--- config.mk ---
export PLATFORM = sky130hd
export DESIGN_NAME = touch_adc_spi
export DESIGN_NICKNAME = d
export VERILOG_FILES = /design/src/rtl/touch_adc_spi.sv
export SDC_FILE = /design/constraint.sdc
export NUM_CORES = 1
export LEC_CHECK = 0
export BUFFER_PORTS_ARGS = -buffer_cell sky130_fd_sc_hd__clkbuf_2
export CORE_ASPECT_RATIO = 1.25
export CORE_MARGIN = 8
export CORE_UTILIZATION = 59
export DETAILED_ROUTE_END_ITERATION = 8
export GPL_ROUTABILITY_DRIVEN = 0
export PLACE_DENSITY = 0.81
export SLEW_MARGIN = 20
export SYNTH_ARGS = -nofsm -noshare
export SYNTH_HDL_FRONTEND = slang
export SYNTH_SLANG_ARGS = --single-unit
--- constraint.sdc ---
create_clock -name sys_clk -period 2.25 [get_ports sys_clk]
set_input_delay 0.225 -clock sys_clk [delete_from_list [all_inputs] [get_ports sys_clk]]
set_output_delay 0.225 -clock sys_clk [all_outputs]
set_load 0.01 [all_outputs]
--- src/rtl/touch_adc_spi.sv ---
`timescale 1ns/1ps
// touch_adc_spi
// SPI initiator for an AD7843-class resistive-touch ADC. While the pen is
// down it runs an X conversion followed by a Y conversion under one chip
// select. If the pen is still down when the frame ends, it publishes the
// coordinates together with a one-cycle strobe. An idle gap follows every
// frame before the next one may start.
//
// Optional build macro: TOUCH_AVG_EN. When it is defined, every frame runs
// X,Y,X,Y, and the published coordinates are the per-axis average of the two
// readings.
//
// Ports:
//   sys_clk      in   system clock
//   iRST_n       in   asynchronous active-low reset
//   adc_penirq_n in   raw pen interrupt (asynchronous, active-low)
//   adc_dout     in   ADC serial data
//   adc_busy     in   ADC busy (not used for control)
//   adc_dclk     out  SPI clock, idles low
//   adc_din      out  SPI data to the ADC
//   adc_cs_n     out  ADC chip select, active-low
//   x_coord      out  X result bits [11:4]
//   y_coord      out  Y result bits [11:2]
//   new_coord    out  one-cycle strobe, coordinates updated
//   penirq_n     out  synchronised pen interrupt
//   transmit_en  out  high for the whole transaction
module touch_adc_spi #(
  parameter int          CLK_DIV    = 25,
  parameter int          SAMPLE_GAP = 50000,
  parameter logic [7:0]  X_CMD      = 8'h92,
  parameter logic [7:0]  Y_CMD      = 8'hD2
) (
  input  logic       sys_clk,
  input  logic       iRST_n,
  input  logic       adc_penirq_n,
  input  logic       adc_dout,
  input  logic       adc_busy,
  output logic       adc_dclk,
  output logic       adc_din,
  output logic       adc_cs_n,
  output logic [7:0] x_coord,
  output logic [9:0] y_coord,
  output logic       new_coord,
  output logic       penirq_n,
  output logic       transmit_en
);

  localparam int DIV_W = $clog2(CLK_DIV);
  localparam int GAP_W = $clog2(SAMPLE_GAP + 1);
`ifdef TOUCH_AVG_EN
  localparam int NUM_CONV = 4;
`else
  localparam int NUM_CONV = 2;
`endif
  localparam logic [1:0] LAST_CONV = 2'(NUM_CONV - 1);

  typedef enum logic [2:0] {
    IDLE     = 3'd0,
    CS_SETUP = 3'd1,
    XFER     = 3'd2,
    DONE     = 3'd3,
    GAP      = 3'd4
  } state_t;

  state_t state, state_next;

  logic             pen_meta, pen_sync;
  logic [DIV_W-1:0] div_cnt;
  logic [4:0]       rise_cnt;
  logic [1:0]       conv_idx;
  logic [GAP_W-1:0] gap_cnt;
  logic [7:0]       cmd_sh;
  logic [11:0]      res_sh;
  logic             dclk_q, din_q;
  logic [7:0]       x_hold, x_new;
  logic [9:0]       y_hold, y_new;
  logic             div_done, rise_evt, fall_evt, conv_end, last_conv, gap_done;
  logic [7:0]       next_cmd;
  logic             unused_busy;

`ifdef TOUCH_AVG_EN
  logic [12:0] x_acc, y_acc;
`else
  logic [11:0] x_res, y_res;
`endif

  // adc_busy is only a monitor signal, so nothing in the control logic reads it.
  assign unused_busy = adc_busy;

  assign adc_dclk = dclk_q;
  assign adc_din  = din_q;
  assign penirq_n = pen_sync;

  // During the DONE strobe the freshly computed values are shown directly.
  // At all other times the outputs show the last published coordinates.
  assign x_coord = new_coord ? x_new : x_hold;
  assign y_coord = new_coord ? y_new : y_hold;

  // Two-flop synchroniser for the asynchronous pen interrupt.
  always_ff @(posedge sys_clk or negedge iRST_n) begin
    if (!iRST_n) begin
      pen_meta <= 1'b1;
      pen_sync <= 1'b1;
    end else begin
      pen_meta <= adc_penirq_n;
      pen_sync <= pen_meta;
    end
  end

  // Decode the DCLK edges and the frame boundaries from the counters.
  // The next conversion always uses the other axis.
  always_comb begin
    div_done  = (div_cnt == DIV_W'(CLK_DIV - 1));
    rise_evt  = (state == XFER) && div_done && !dclk_q;
    fall_evt  = (state == XFER) && div_done && dclk_q;
    conv_end  = fall_evt && (rise_cnt == 5'd24);
    last_conv = (conv_idx == LAST_CONV);
    gap_done  = (gap_cnt == GAP_W'(SAMPLE_GAP - 1));
    next_cmd  = conv_idx[0] ? X_CMD : Y_CMD;
`ifdef TOUCH_AVG_EN
    x_new = x_acc[12:5];
    y_new = y_acc[12:3];
`else
    x_new = x_res[11:4];
    y_new = y_res[11:2];
`endif
  end

  // FSM state register.
  always_ff @(posedge sys_clk or negedge iRST_n) begin
    if (!iRST_n) state <= IDLE;
    else         state <= state_next;
  end

  // Next-state logic and the outputs decoded from state. Chip select covers
  // setup and transfer. transmit_en also covers DONE, so its falling edge
  // comes one cycle after the strobe.
  always_comb begin
    state_next  = state;
    adc_cs_n    = 1'b1;
    transmit_en = 1'b0;
    new_coord   = 1'b0;
    case (state)
      IDLE: begin
        if (!pen_sync) state_next = CS_SETUP;
      end
      CS_SETUP: begin
        adc_cs_n    = 1'b0;
        transmit_en = 1'b1;
        if (div_done) state_next = XFER;
      end
      XFER: begin
        adc_cs_n    = 1'b0;
        transmit_en = 1'b1;
        if (conv_end && last_conv) state_next = DONE;
      end
      DONE: begin
        transmit_en = 1'b1;
        new_coord   = !pen_sync;
        state_next  = GAP;
      end
      GAP: begin
        if (gap_done) state_next = IDLE;
      end
      default: state_next = IDLE;
    endcase
  end

  // Timing counters: the DCLK half-period divider, the rise count within a
  // conversion, the conversion index within the frame, and the idle gap.
  always_ff @(posedge sys_clk or negedge iRST_n) begin
    if (!iRST_n) begin
      div_cnt  <= '0;
      rise_cnt <= '0;
      conv_idx <= '0;
      gap_cnt  <= '0;
    end else begin
      if (state == CS_SETUP || state == XFER)
        div_cnt <= div_done ? '0 : div_cnt + 1'b1;
      else
        div_cnt <= '0;

      if (state != XFER)  rise_cnt <= '0;
      else if (conv_end)  rise_cnt <= '0;
      else if (rise_evt)  rise_cnt <= rise_cnt + 5'd1;

      if (state != XFER)  conv_idx <= '0;
      else if (conv_end)  conv_idx <= last_conv ? 2'd0 : conv_idx + 2'd1;

      if (state == GAP) gap_cnt <= gap_cnt + 1'b1;
      else              gap_cnt <= '0;
    end
  end

  // Serial engine. DIN changes only when DCLK falls; the first command bit is
  // loaded before the first rise. Once the command has shifted out, zeros
  // follow. DOUT is captured on rises 10..21, MSB first.
  always_ff @(posedge sys_clk or negedge iRST_n) begin
    if (!iRST_n) begin
      dclk_q <= 1'b0;
      din_q  <= 1'b0;
      cmd_sh <= '0;
      res_sh <= '0;
    end else begin
      if (state != XFER)  dclk_q <= 1'b0;
      else if (rise_evt)  dclk_q <= 1'b1;
      else if (fall_evt)  dclk_q <= 1'b0;

      if (state == CS_SETUP && div_done) begin
        din_q  <= X_CMD[7];
        cmd_sh <= {X_CMD[6:0], 1'b0};
      end else if (conv_end) begin
        din_q  <= last_conv ? 1'b0 : next_cmd[7];
        cmd_sh <= last_conv ? 8'd0 : {next_cmd[6:0], 1'b0};
      end else if (fall_evt) begin
        din_q  <= cmd_sh[7];
        cmd_sh <= {cmd_sh[6:0], 1'b0};
      end else if (state != XFER && state != CS_SETUP) begin
        din_q  <= 1'b0;
        cmd_sh <= '0;
      end

      if (rise_evt && rise_cnt >= 5'd9 && rise_cnt <= 5'd20)
        res_sh <= {res_sh[10:0], adc_dout};
    end
  end

  // Store each finished conversion under its axis. In averaging builds the
  // second reading of an axis is added to the first.
  always_ff @(posedge sys_clk or negedge iRST_n) begin
    if (!iRST_n) begin
`ifdef TOUCH_AVG_EN
      x_acc <= '0;
      y_acc <= '0;
`else
      x_res <= '0;
      y_res <= '0;
`endif
    end else if (conv_end) begin
`ifdef TOUCH_AVG_EN
      if (conv_idx[0])
        y_acc <= conv_idx[1] ? y_acc + {1'b0, res_sh} : {1'b0, res_sh};
      else
        x_acc <= conv_idx[1] ? x_acc + {1'b0, res_sh} : {1'b0, res_sh};
`else
      if (conv_idx[0]) y_res <= res_sh;
      else             x_res <= res_sh;
`endif
    end
  end

  // Publish the coordinates only if the pen is still down at DONE.
  // Otherwise the frame's results are dropped.
  always_ff @(posedge sys_clk or negedge iRST_n) begin
    if (!iRST_n) begin
      x_hold <= '0;
      y_hold <= '0;
    end else if (state == DONE && !pen_sync) begin
      x_hold <= x_new;
      y_hold <= y_new;
    end
  end

endmodule

**Word level (Yosys, flattened, before mapping)**

Index checks and enable logic that the tools add are counted.

- Add/sub/neg operators: 4
- $mul: 0
- Div/mod/pow operators: 0
- Order comparisons: 2
- Equality and inequality tests: 14
- Shifts and indexed selects: 0
- Mux-type cells: 33
- Bitwise operators: 1
- Reductions and logical operators: 23

Operators with widths:

| operator | count |
|---|---|
| $mux 8 | 6 |
| $mux 5 | 5 |
| $add 16x1->16 const B | 1 |
| $eq 16x16->1 const B | 1 |
| $mux 16 | 1 |
| $pmux 3 s5 | 1 |
| $mux 3 | 4 |
| $mux 1 | 11 |
| $add 5x1->5 const B | 2 |
| $eq 5x5->1 const B | 2 |
| $logic_and 1x1->1 | 10 |
| $mux 10 | 1 |
| $mux 7 | 1 |
| $eq 3x2->1 const B | 2 |
| $mux 2 | 3 |
| $ne 2x2->1 const B | 3 |
| $reduce_bool 3->1 | 2 |
| $ge 5x4->1 const B | 1 |
| $le 5x5->1 const B | 1 |
| $reduce_and 2->1 | 2 |
| $reduce_and 4->1 | 1 |
| $reduce_bool 4->1 | 1 |
| $eq 3x1->1 const B | 1 |
| $eq 3x3->1 const B | 1 |
| other kinds (12) | 13 |

- Register bits: 97
- Latch bits: 0
- Memory bits (writable): 0
- Memory bits (read-only): 0
- Bits of input ports: 5
- Logic and storage cells: 92
- Memories kept: 0

**Depth between registers and ports, before layout**

Gate-level depths: netlist of the first run.

- Word-level depth: 7
- Mapped depth: 8

**Least setup slack after synthesis of the first run**

Ideal clock, no wire load.

- Path type: register to register
- Start point: reg div_cnt[0]
- End point: reg y_res[10]
- Arrival: 1.849 ns
- Required time: 2.125 ns
- Path slack: 0.276 ns
- Cell stages (with the launch flop): 9
- Period minus slack after synthesis: 1.974 ns
- Path through: dfrtp_1 inv_1 ha_1 and4b_1 buf_2 nand3_2 or3_4 buf_6 mux2_4

- Cells in the longest elaborated chain, start to end: 5

Ends and longest elaborated chain:

| element | line | text |
|---|---|---|
| from (decl) | 68 | `logic [DIV_W-1:0] div_cnt;` |
| from (signal assigned) | 179 | `div_cnt <= div_done ? '0 : div_cnt + 1'b1;` |
| $eq 5x5->1 | 113 | `div_done = (div_cnt == DIV_W'(CLK_DIV - 1));` |
| $logic_and 1x1->1 (2 in a row) | 115 | `fall_evt = (state == XFER) && div_done && dclk_q;` |
| $logic_and 1x1->1 | 116 | `conv_end = fall_evt && (rise_cnt == 5'd24);` |
| $reduce_and 2->1 (no source line) | -- |  |
| to (signal assigned) | 246 | `if (conv_idx[0]) y_res <= res_sh;` |
| to (decl) | 84 | `logic [11:0] x_res, y_res;` |

Every way passes these cells.
A chain may end at the register's enable or synchronous reset.

**Worst setup path in the final report of the first run**

- Start point: reg state[2]
- End point: out x_coord[0]

- Cells in the longest elaborated chain, start to end: 3

Ends and longest elaborated chain:

| element | line | text |
|---|---|---|
| from (decl) | 65 | `state_t state, state_next;` |
| from (signal assigned) | 132 | `else state <= state_next;` |
| $eq 3x2->1 | 143 | `case (state)` |
| $mux 1 | 143 |  |
| $mux 8 | 96 | `assign x_coord = new_coord ? x_new : x_hold;` |
| to (decl) | 41 | `output logic [7:0] x_coord,` |

Every way passes these cells.

==> results of run 1 <==
-- cells by family (layout without fill, tap and decap cells) --
| kind of cell | after synthesis | count (layout) |
|---|---|---|
| flops | 89 | 89 |
| simple gates | 89 | 89 |
| mux | 49 | 49 |
| compound gates | 27 | 27 |
| buf+inv | 22 | 67 |
| xor+xnor | 19 | 19 |
| fa+ha+maj | 6 | 6 |
-- metrics by stage --
step	setup slack, ns	power, mW
floorplan	0.276	1.64
global placement	0.205	1.68
detailed placement	0.137	1.68
CTS	0.0549	2.84
global route	0.00221	2.89
finish	0.0803	2.81
-- repair_timing --
item,4_1_cts,5_1_grt
endpoints found under the hold margin,55,0
hold buffers,2,0
setup endpoints to repair,18,2
gates resized for setup,3,1
-- layer usage --
layer / share of wire / GRT usage / vias up
li1: - / - / 1136
met1: 0.44 / 0.180 / 1206
met2: 0.51 / 0.255 / 27
met3: 0.036 / 0.0406 / 8
met4: 0.015 / 0.0703 / 0
met5: 0 / 0 / -
-- critical path: cells and delay by family (launching register included) --
kind,cells,cell delay [ns]
muxes,1,0.39
buffers and inverters,2,0.39
and+or+nand+nor,1,0.32
DFF,1,0.50
-- placed cells by master (no fill, tap or decap), types with 11 or more instances in the layout --
cell / n
dfrtp_1: 85
clkbuf_8: 13
nor2_1: 29
xnor2_1: 15
mux2_2: 29
mux2_4: 19
nand3_1: 11
inv_1: 13
clkbuf_2: 26
-- sequential cells by signal (all words and copies together) (netlist names) --
name / count
gap_cnt: 16
res_sh: 12
y_hold: 10
y_res: 10
x_hold: 8
x_res: 8
cmd_sh: 6
div_cnt: 5
rise_cnt: 5
state: 3
conv_idx: 2
adc_dclk: 1
adc_din: 1
pen_meta: 1
penirq_n: 1
-- power by group --
part	total (mW)	internal, mW	leakage (nW)	switching (mW)
clock network	1.16	0.634	0.113	0.529
registers	1.60	1.60	1.19	0.00204
logic	0.0416	0.00928	0.857	0.0323
-- final timing paths --
path                                  from         end  slack, ns
worst max-delay path              state[2]  x_coord[0]       0.08
worst min-delay path              adc_dout   res_sh[0]       0.11
worst max register to register  div_cnt[0]    y_res[4]       0.20
worst min register to register    pen_meta    penirq_n       0.36
max in group asynchronous           iRST_n    pen_meta       1.08
min in group asynchronous           iRST_n    x_res[7]       0.47
-- area by class of cell --
| cell class | count | area [um2] |
|---|---|---|
| Multi-Input combinational cell | 190 | 1590 |
| Fill cell | 480 | 2060 |
| Timing Repair Buffer | 38 | 229 |
| Clock inverter | 2 | 35.0 |
| Clock buffer | 14 | 183 |
| Sequential cell | 89 | 2230 |
| Tap cell | 87 | 109 |
| Inverter | 13 | 48.8 |
==> impl_metrics.json, run 1 <==
{
  "cp-start-kind": "flop",
  "cp.arrival_ns": 1.94,
  "ios": 29,
  "final_cells": 433,
  "final_area_um2": 4420,
  "clk_path_buf_depth": 2,
  "drive_gt1_frac": 0.332,
  "synth.distinct_cells": 48,
  "antenna_left": 0,
  "critPathRequiredTime_ns": 2.03,
  "yosysTopAreaCell": "dfrtp_1",
  "worst_pin_slew_ns": 0.700,
  "maxSlewHeadroom": 0.533,
  "async_flop_share": 1.00,
  "initial_core_util": 0.602,
  "num_rows": 33,
  "drtPass1Iterations": 4,
  "wl_per_cell_um": 15.3,
  "vdd_drop_max_mv": 0.389,
  "slowest_stage": "dfrtp_2",
  "synth_commonest_cells": "dfrtp_1 (87), mux2_2 (29), nor2_1 (29)",
  "cts_tree": "done",
  "final_core_util": 0.682,
  "ys.flop_type": "dfrtp_1",
  "whs_ns": 0.107,
  "root_buffer": "clkbuf_8",
  "muxShareOfSynthArea": 0.159,
  "hp-class": "input pin to flop",
  "synth_area_leaders": "dfrtp_1 (56%), mux2_2 (8.4%), mux2_4 (7.3%)",
  "post-route-drc-count": 0,
  "power_density_nw_per_um2": 635,
  "drv_slew": 0,
  "place.port_buffers": 27,
  "cts.sinks": 89,
  "dp_cells": 415,
  "fmax_ghz": 0.461,
  "synth.most_common_cell": "dfrtp_1",
  "cap_violations": 0,
  "num_antenna_cells": 0,
  "grt_use_total": 0.154,
  "synth_cells": 301,
  "ys_seq_area_frac": 0.571,
  "status": "completed",
  "netlist.area_leader.share": 0.558,
  "core_um2": 6480,
  "htreeDepth": 3,
  "worstPathCellList": "nor4bb_4 -> buf_6 -> mux2_2 -> clkbuf_2",
  "setup_viol": 0,
  "viasPerCell": 5.49,
  "p_leak_nw": 2.16,
  "dieArea_um2": 9490,
  "fin_setup_tns_ns": 0,
  "grt_pass1_vias": 2526,
  "finalNetCount": 352,
  "syn_area_um2": 3900,
  "rsz0062_at_grt": "false",
  "synth_simple_gate_area_frac": 0.130,
  "grt_max_degree": 58,
  "placed_cell_area_um2": 4170,
  "hold_viol": 0,
  "synthXorXnorAreaFrac": 0.0426,
  "synth_top_family_by_area": "multiplexers",
  "worstSetupPathType": "flop to primary output",
  "routed_wl_mm": 6.61,
  "timing.final.crit_share": 0.964,
  "antenna_found_initial": 0,
  "synth_compound_area_frac": 0.0497,
  "clk_latency_ns": 0.36,
  "area_delta_synth_final_pct": 13.3,
  "critPathMaxStageDelay_ns": 0.50,
  "hpwl_mm": 4.48,
  "holdPathStages": 2,
  "period_needed_ns": 2.17,
  "rr_worst_depth": 6,
  "post_cts.repair.setup_buffers": 0,
  "skew_ns": 0.0130,
  "grt_pass1_wl_mm": 11.4,
  "crit_path_end_kind": "primary output",
  "yosysWarnings": 0,
  "grt_overflow_total": 0,
  "drt-initial-drc-count": 89,
  "mappedNetlistNets": 312,
  "avgSynthCellArea_um2": 13.0,
  "numCtsBuffers": 9,
  "path_clk_slew_ns": 0.07,
  "synthAdderAreaFrac": 0.0192,
  "synth_edf_count": 0,
  "vias": 2377,
  "die_y_um": 107,
  "die_w_um": 88.8,
  "ys_seq_elements": 89,
  "cp_max_fo": 19
}
(Power assumes the default switching activity.)
==> run 2: changes to the inputs <==
--- a/config.mk
+++ b/config.mk
@@ -12,6 +12,7 @@
 export DETAILED_ROUTE_END_ITERATION = 8
 export GPL_ROUTABILITY_DRIVEN = 0
 export PLACE_DENSITY = 0.81
+export SETUP_SLACK_MARGIN = 0.1
 export SLEW_MARGIN = 20
 export SYNTH_ARGS = -nofsm -noshare
 export SYNTH_HDL_FRONTEND = slang
==> impl_metrics.json, run 2 (synthesis results as in run 1) <==
{
  "status": "completed",
  "critPathRequiredTime_ns": 2.48,
  "cp.arrival_ns": 2.30,
  "hold_viol": 0,
  "antenna_found_initial": 0,
  "worst_pin_slew_ns": 0.695,
  "largest_reg_flops": 16,
  "drv_slew": 0,
  "seqCellArea_um2": 2230,
  "grt_pass1_vias": 2533,
  "mostFrequentLayoutCell": "dfrtp_1",
  "critPathMaxStageDelay_ns": 0.47,
  "reg.largest.list": "gap_cnt: 16 flops, res_sh: 12 flops",
  "slowest_stage": "or3b_1",
  "finalNetCount": 360,
  "path_clk_slew_ns": 0.08,
  "fin_setup_tns_ns": 0,
  "maxSlewHeadroom": 0.537,
  "die_w_um": 88.8,
  "drt-initial-drc-count": 93,
  "drive_gt1_frac": 0.350,
  "rsz0062_at_grt": "false",
  "worstPathCellList": "buf_4 -> or3b_1 -> nor3_4 -> o21ai_4 -> mux2_4",
  "layout.cells.most_common_list": "dfrtp_1 (84), nor2_1 (29), mux2_2 (29)",
  "root_buffer": "clkbuf_8",
  "setup_viol": 0,
  "die_y_um": 107,
  "clk_path_buf_depth": 2,
  "grt_max_degree": 58,
  "grt_overflow_total": 0,
  "cp_top_family": "simple AND/OR/NAND/NOR gates",
  "htreeDepth": 3,
  "antenna_left": 0,
  "ios": 29,
  "numCtsBuffers": 9,
  "cts.sinks": 89,
  "worstSetupPathType": "flop to flop",
  "p_leak_nw": 2.20,
  "crit_path_end_kind": "flop",
  "fill_cells": 469,
  "hpwl_mm": 4.48,
  "cap_violations": 0,
  "crit_buf_inv": 1,
  "place.port_buffers": 27,
  "multi_input_comb_area_um2": 1600,
  "post-route-drc-count": 0,
  "cp-start-kind": "flop",
  "drtPass1Iterations": 4,
  "core_um2": 6480,
  "power_density_nw_per_um2": 625,
  "grt_pass1_wl_mm": 11.7,
  "grt_use_total": 0.158,
  "cp_max_fo": 12,
  "vdd_drop_max_mv": 0.389,
  "whs_ns": 0.107,
  "num_antenna_cells": 0,
  "period_needed_ns": 2.07,
  "skew_ns": 0.0103,
  "vias": 2453,
  "routed_wl_mm": 7.07,
  "viasPerCell": 5.56,
  "cts_tree": "done",
  "top_register": "gap_cnt",
  "timing.final.crit_share": 0.918,
  "dieArea_um2": 9490,
  "fmax_ghz": 0.484,
  "num_rows": 33,
  "area_delta_synth_final_pct": 15.0,
  "clk_latency_ns": 0.36,
  "wl_per_cell_um": 16.0,
  "hp-class": "input pin to flop",
  "initial_core_util": 0.602
}
[run 2: changes by cell type in the layout (fill, tap and decap cells not counted)]
cell / delta
buf_4: +6
buf_6: +1
dfrtp_1: -1
dfrtp_2: +1
or3_4: +1
[run 2: report_power, final]
| part | switching, mW | internal [mW] |
|---|---|---|
| combinational | 0.0323 | 0.00935 |
| clock | 0.526 | 0.634 |
| sequential | 0.00215 | 1.60 |
[run 2: area by class of cell]
| cell class | instances | share of cell area |
|---|---|---|
| clock buffer | 14 | 0.0407 |
| multi-input combinational | 191 | 0.356 |
| clock inverter | 2 | 0.00780 |
| sequential | 89 | 0.497 |
| tap | 87 | 0.0242 |
| timing repair buffer | 45 | 0.0635 |
| inverter | 13 | 0.0109 |
[run 2: worst paths after layout]
check / from / endpoint / slack [ns] / depth (start not counted)
worst max-delay path: state[0] / res_sh[6] / 0.18 / 5
worst min register to register: pen_meta / penirq_n / 0.36 / 0
worst min-delay path: adc_dout / res_sh[0] / 0.11 / 2
max in group asynchronous: iRST_n / penirq_n / 1.08 / 3
worst max register to register: state[0] / res_sh[6] / 0.18 / 5
min in group asynchronous: iRST_n / x_res[7] / 0.47 / 2
[run 2: metrics by stage]
stage	util	total power [mW]	instance area [um2]	worst slack [ns]	cells
CTS	0.687	2.84	4460	0.117	438
global route	0.693	2.89	4490	0.104	441
detailed placement	0.644	1.68	4170	0.137	415
global placement	0.644	1.68	4170	0.205	415
floorplan	-	1.64	3910	0.276	301
finish	0.693	2.81	4490	0.185	441
[run 2: routing by layer]
layer	track usage	up-vias	routed length [um]
li1	-	1157	-
met1	0.190	1239	3110
met2	0.259	49	3550
met3	0.0406	8	307
met4	0.0691	0	98
met5	0	-	0
[run 2: timing repair]
item                                    CTS  global route
hold buffers                              2             0
hold endpoints to repair                 55             0
endpoints found under the setup margin   18            24
buffers inserted                          3             2
pin swaps                                 1             0
cloned                                    2             1
gates resized for setup                   6             4
==> run 3: changes to the inputs <==
--- a/config.mk
+++ b/config.mk
@@ -12,7 +12,8 @@
 export DETAILED_ROUTE_END_ITERATION = 8
 export GPL_ROUTABILITY_DRIVEN = 0
 export PLACE_DENSITY = 0.81
-export SETUP_SLACK_MARGIN = 0.1
+export SETUP_SLACK_MARGIN = 0.5
+export SKIP_CTS_REPAIR_TIMING = 1
 export SLEW_MARGIN = 20
 export SYNTH_ARGS = -nofsm -noshare
 export SYNTH_HDL_FRONTEND = slang
==> impl_metrics.json, run 3 (synthesis results as in run 1) <==
{
  "status": "completed",
  "cp_top_family": "buffers and inverters",
  "crit_buf_inv": 4,
  "die_y_um": 107,
  "critPathMaxStageDelay_ns": 0.42,
  "p_int_mw": 2.15,
  "setup_viol": 0,
  "whs_ns": 0.0936,
  "mostFrequentLayoutCell": "dfrtp_1",
  "drv_slew": 0,
  "swShare": 0.236,
  "antenna_left": 0,
  "maxSlewHeadroom": 0.576,
  "sequentialPowerShare": 0.571,
  "largest_reg_flops": 16,
  "hpwl_mm": 4.74,
  "crit_end": "y_coord[9]",
  "hp-class": "input pin to flop",
  "grt_pass1_wl_mm": 11.9,
  "reg.largest.list": "gap_cnt: 16 flops, res_sh: 12 flops",
  "worstPathCellList": "buf_6 -> nor4bb_4 -> buf_6 -> clkbuf_16 -> mux2_4 -> buf_6",
  "cpMostUsedCell": "buf_6",
  "viasPerCell": 5.63,
  "top_register": "gap_cnt",
  "cts.sinks": 89,
  "clk_latency_ns": 0.37,
  "placed_cell_area_um2": 4210,
  "worstSetupPathType": "flop to primary output",
  "numCtsBuffers": 9,
  "core_um2": 6480,
  "period_needed_ns": 2.21,
  "ios": 29,
  "finalNetCount": 380,
  "area_delta_synth_final_pct": 28.9,
  "p_switching_mw": 0.662,
  "rr_worst_depth": 6,
  "grt_use_total": 0.160,
  "hold_viol": 0,
  "cp_max_fo": 5,
  "totalPowerFinal_mw": 2.81,
  "grt_max_degree": 47,
  "p_leak_nw": 2.36,
  "cp-startpoint": "state[2]",
  "dieArea_um2": 9490,
  "rsz0062_at_grt": "true",
  "initial_core_util": 0.602,
  "slowest_stage": "dfrtp_2",
  "power_density_nw_per_um2": 558,
  "timing.final.crit_share": 0.983,
  "pwr-share-clk": 0.414,
  "htreeDepth": 3,
  "num_rows": 33,
  "skew_ns": 0.00924,
  "drive_gt1_frac": 0.430,
  "final_area_um2": 5030,
  "clk_path_buf_depth": 2,
  "drtPass1Iterations": 4,
  "antenna_found_initial": 0,
  "path_clk_slew_ns": 0.09,
  "comb_power_share": 0.015,
  "place.port_buffers": 27,
  "cp.arrival_ns": 1.99,
  "post-route-drc-count": 0,
  "critPathRequiredTime_ns": 2.03,
  "drt-initial-drc-count": 142,
  "grt_pass1_vias": 2558,
  "vdd_drop_max_mv": 0.506,
  "cts_tree": "done",
  "layout.cells.most_common_list": "dfrtp_1 (81), mux2_4 (44), nor2_1 (28)",
  "num_antenna_cells": 0,
  "worst_pin_slew_ns": 0.636,
  "die_w_um": 88.8,
  "reg2reg_from": "state[2]",
  "grt_overflow_total": 0,
  "fmax_ghz": 0.452,
  "cp-start-kind": "flop",
  "routed_wl_mm": 8.81,
  "cap_violations": 0,
  "wl_per_cell_um": 19.1,
  "root_buffer": "clkbuf_8",
  "vias": 2595,
  "r2r_setup_slack_ns": 0.19,
  "crit_path_end_kind": "primary output",
  "timing.rr.end": "y_res[4]",
  "path_depth": 6
}
[run 3: cell type report]
type	count	area [um2]
flip-flops and latches	89	2240
multi-input cells	191	1790
fillers	375	1450
repair buffers	65	637
clock buffers	9	124
well taps	87	109
clock inverters	7	83.8
inverters	13	48.8
[run 3: how the worst min path moves through the flow]
stage | startpoint | endpoint | slack [ns] | cells after the start
after global routing | adc_dout | res_sh[0] | 0.08 | 2
final | adc_dout | res_sh[0] | 0.09 | 2
after CTS | iRST_n | y_hold[6] | -0.13 | 1
after floorplan | iRST_n | adc_dclk | -0.07 | 0
after detailed placement | iRST_n | y_hold[6] | 0.27 | 1
after global placement | iRST_n | y_hold[6] | 0.26 | 1
[run 3: layer usage]
metal | GRT usage | wire length, um | share of wire
met1 | 0.197 | 3640 | 0.41
met2 | 0.262 | 4770 | 0.54
met3 | 0.0337 | 263 | 0.030
met4 | 0.0703 | 127 | 0.014
met5 | 0 | 0 | 0
[run 3: per-stage QoR]
step / TNS [ns] / cells / setup WS (ns) / util
final: 0 / 461 / 0.0374 / 0.776
after global routing: -0.0380 / 461 / -0.0255 / 0.776
after detailed placement: 0 / 416 / 0.279 / 0.650
after floorplan: 0 / 301 / 0.336 / -
after CTS: -0.343 / 432 / -0.0406 / 0.682
after global placement: 0 / 416 / 0.313 / 0.650
[run 3: power by group through the flow]
| stage | Combinational [mW] | Sequential [mW] | Clock, mW |
|---|---|---|---|
| final | 0.0414 | 1.60 | 1.16 |
| after global routing | 0.0489 | 1.61 | 1.24 |
| after CTS | 0.0412 | 1.60 | 1.17 |
| after detailed placement | 0.0414 | 1.64 | 0 |
| after global placement | 0.0403 | 1.64 | 0 |
| after floorplan | 0.000826 | 1.64 | 0 |
[run 3: worst register-to-register path, delay by kind of cell, from the launching register on]
family | cells | cell delay (ns)
simple gates | 3 | 0.92
flops | 1 | 0.42
mux | 1 | 0.34
buf+inv | 2 | 0.27
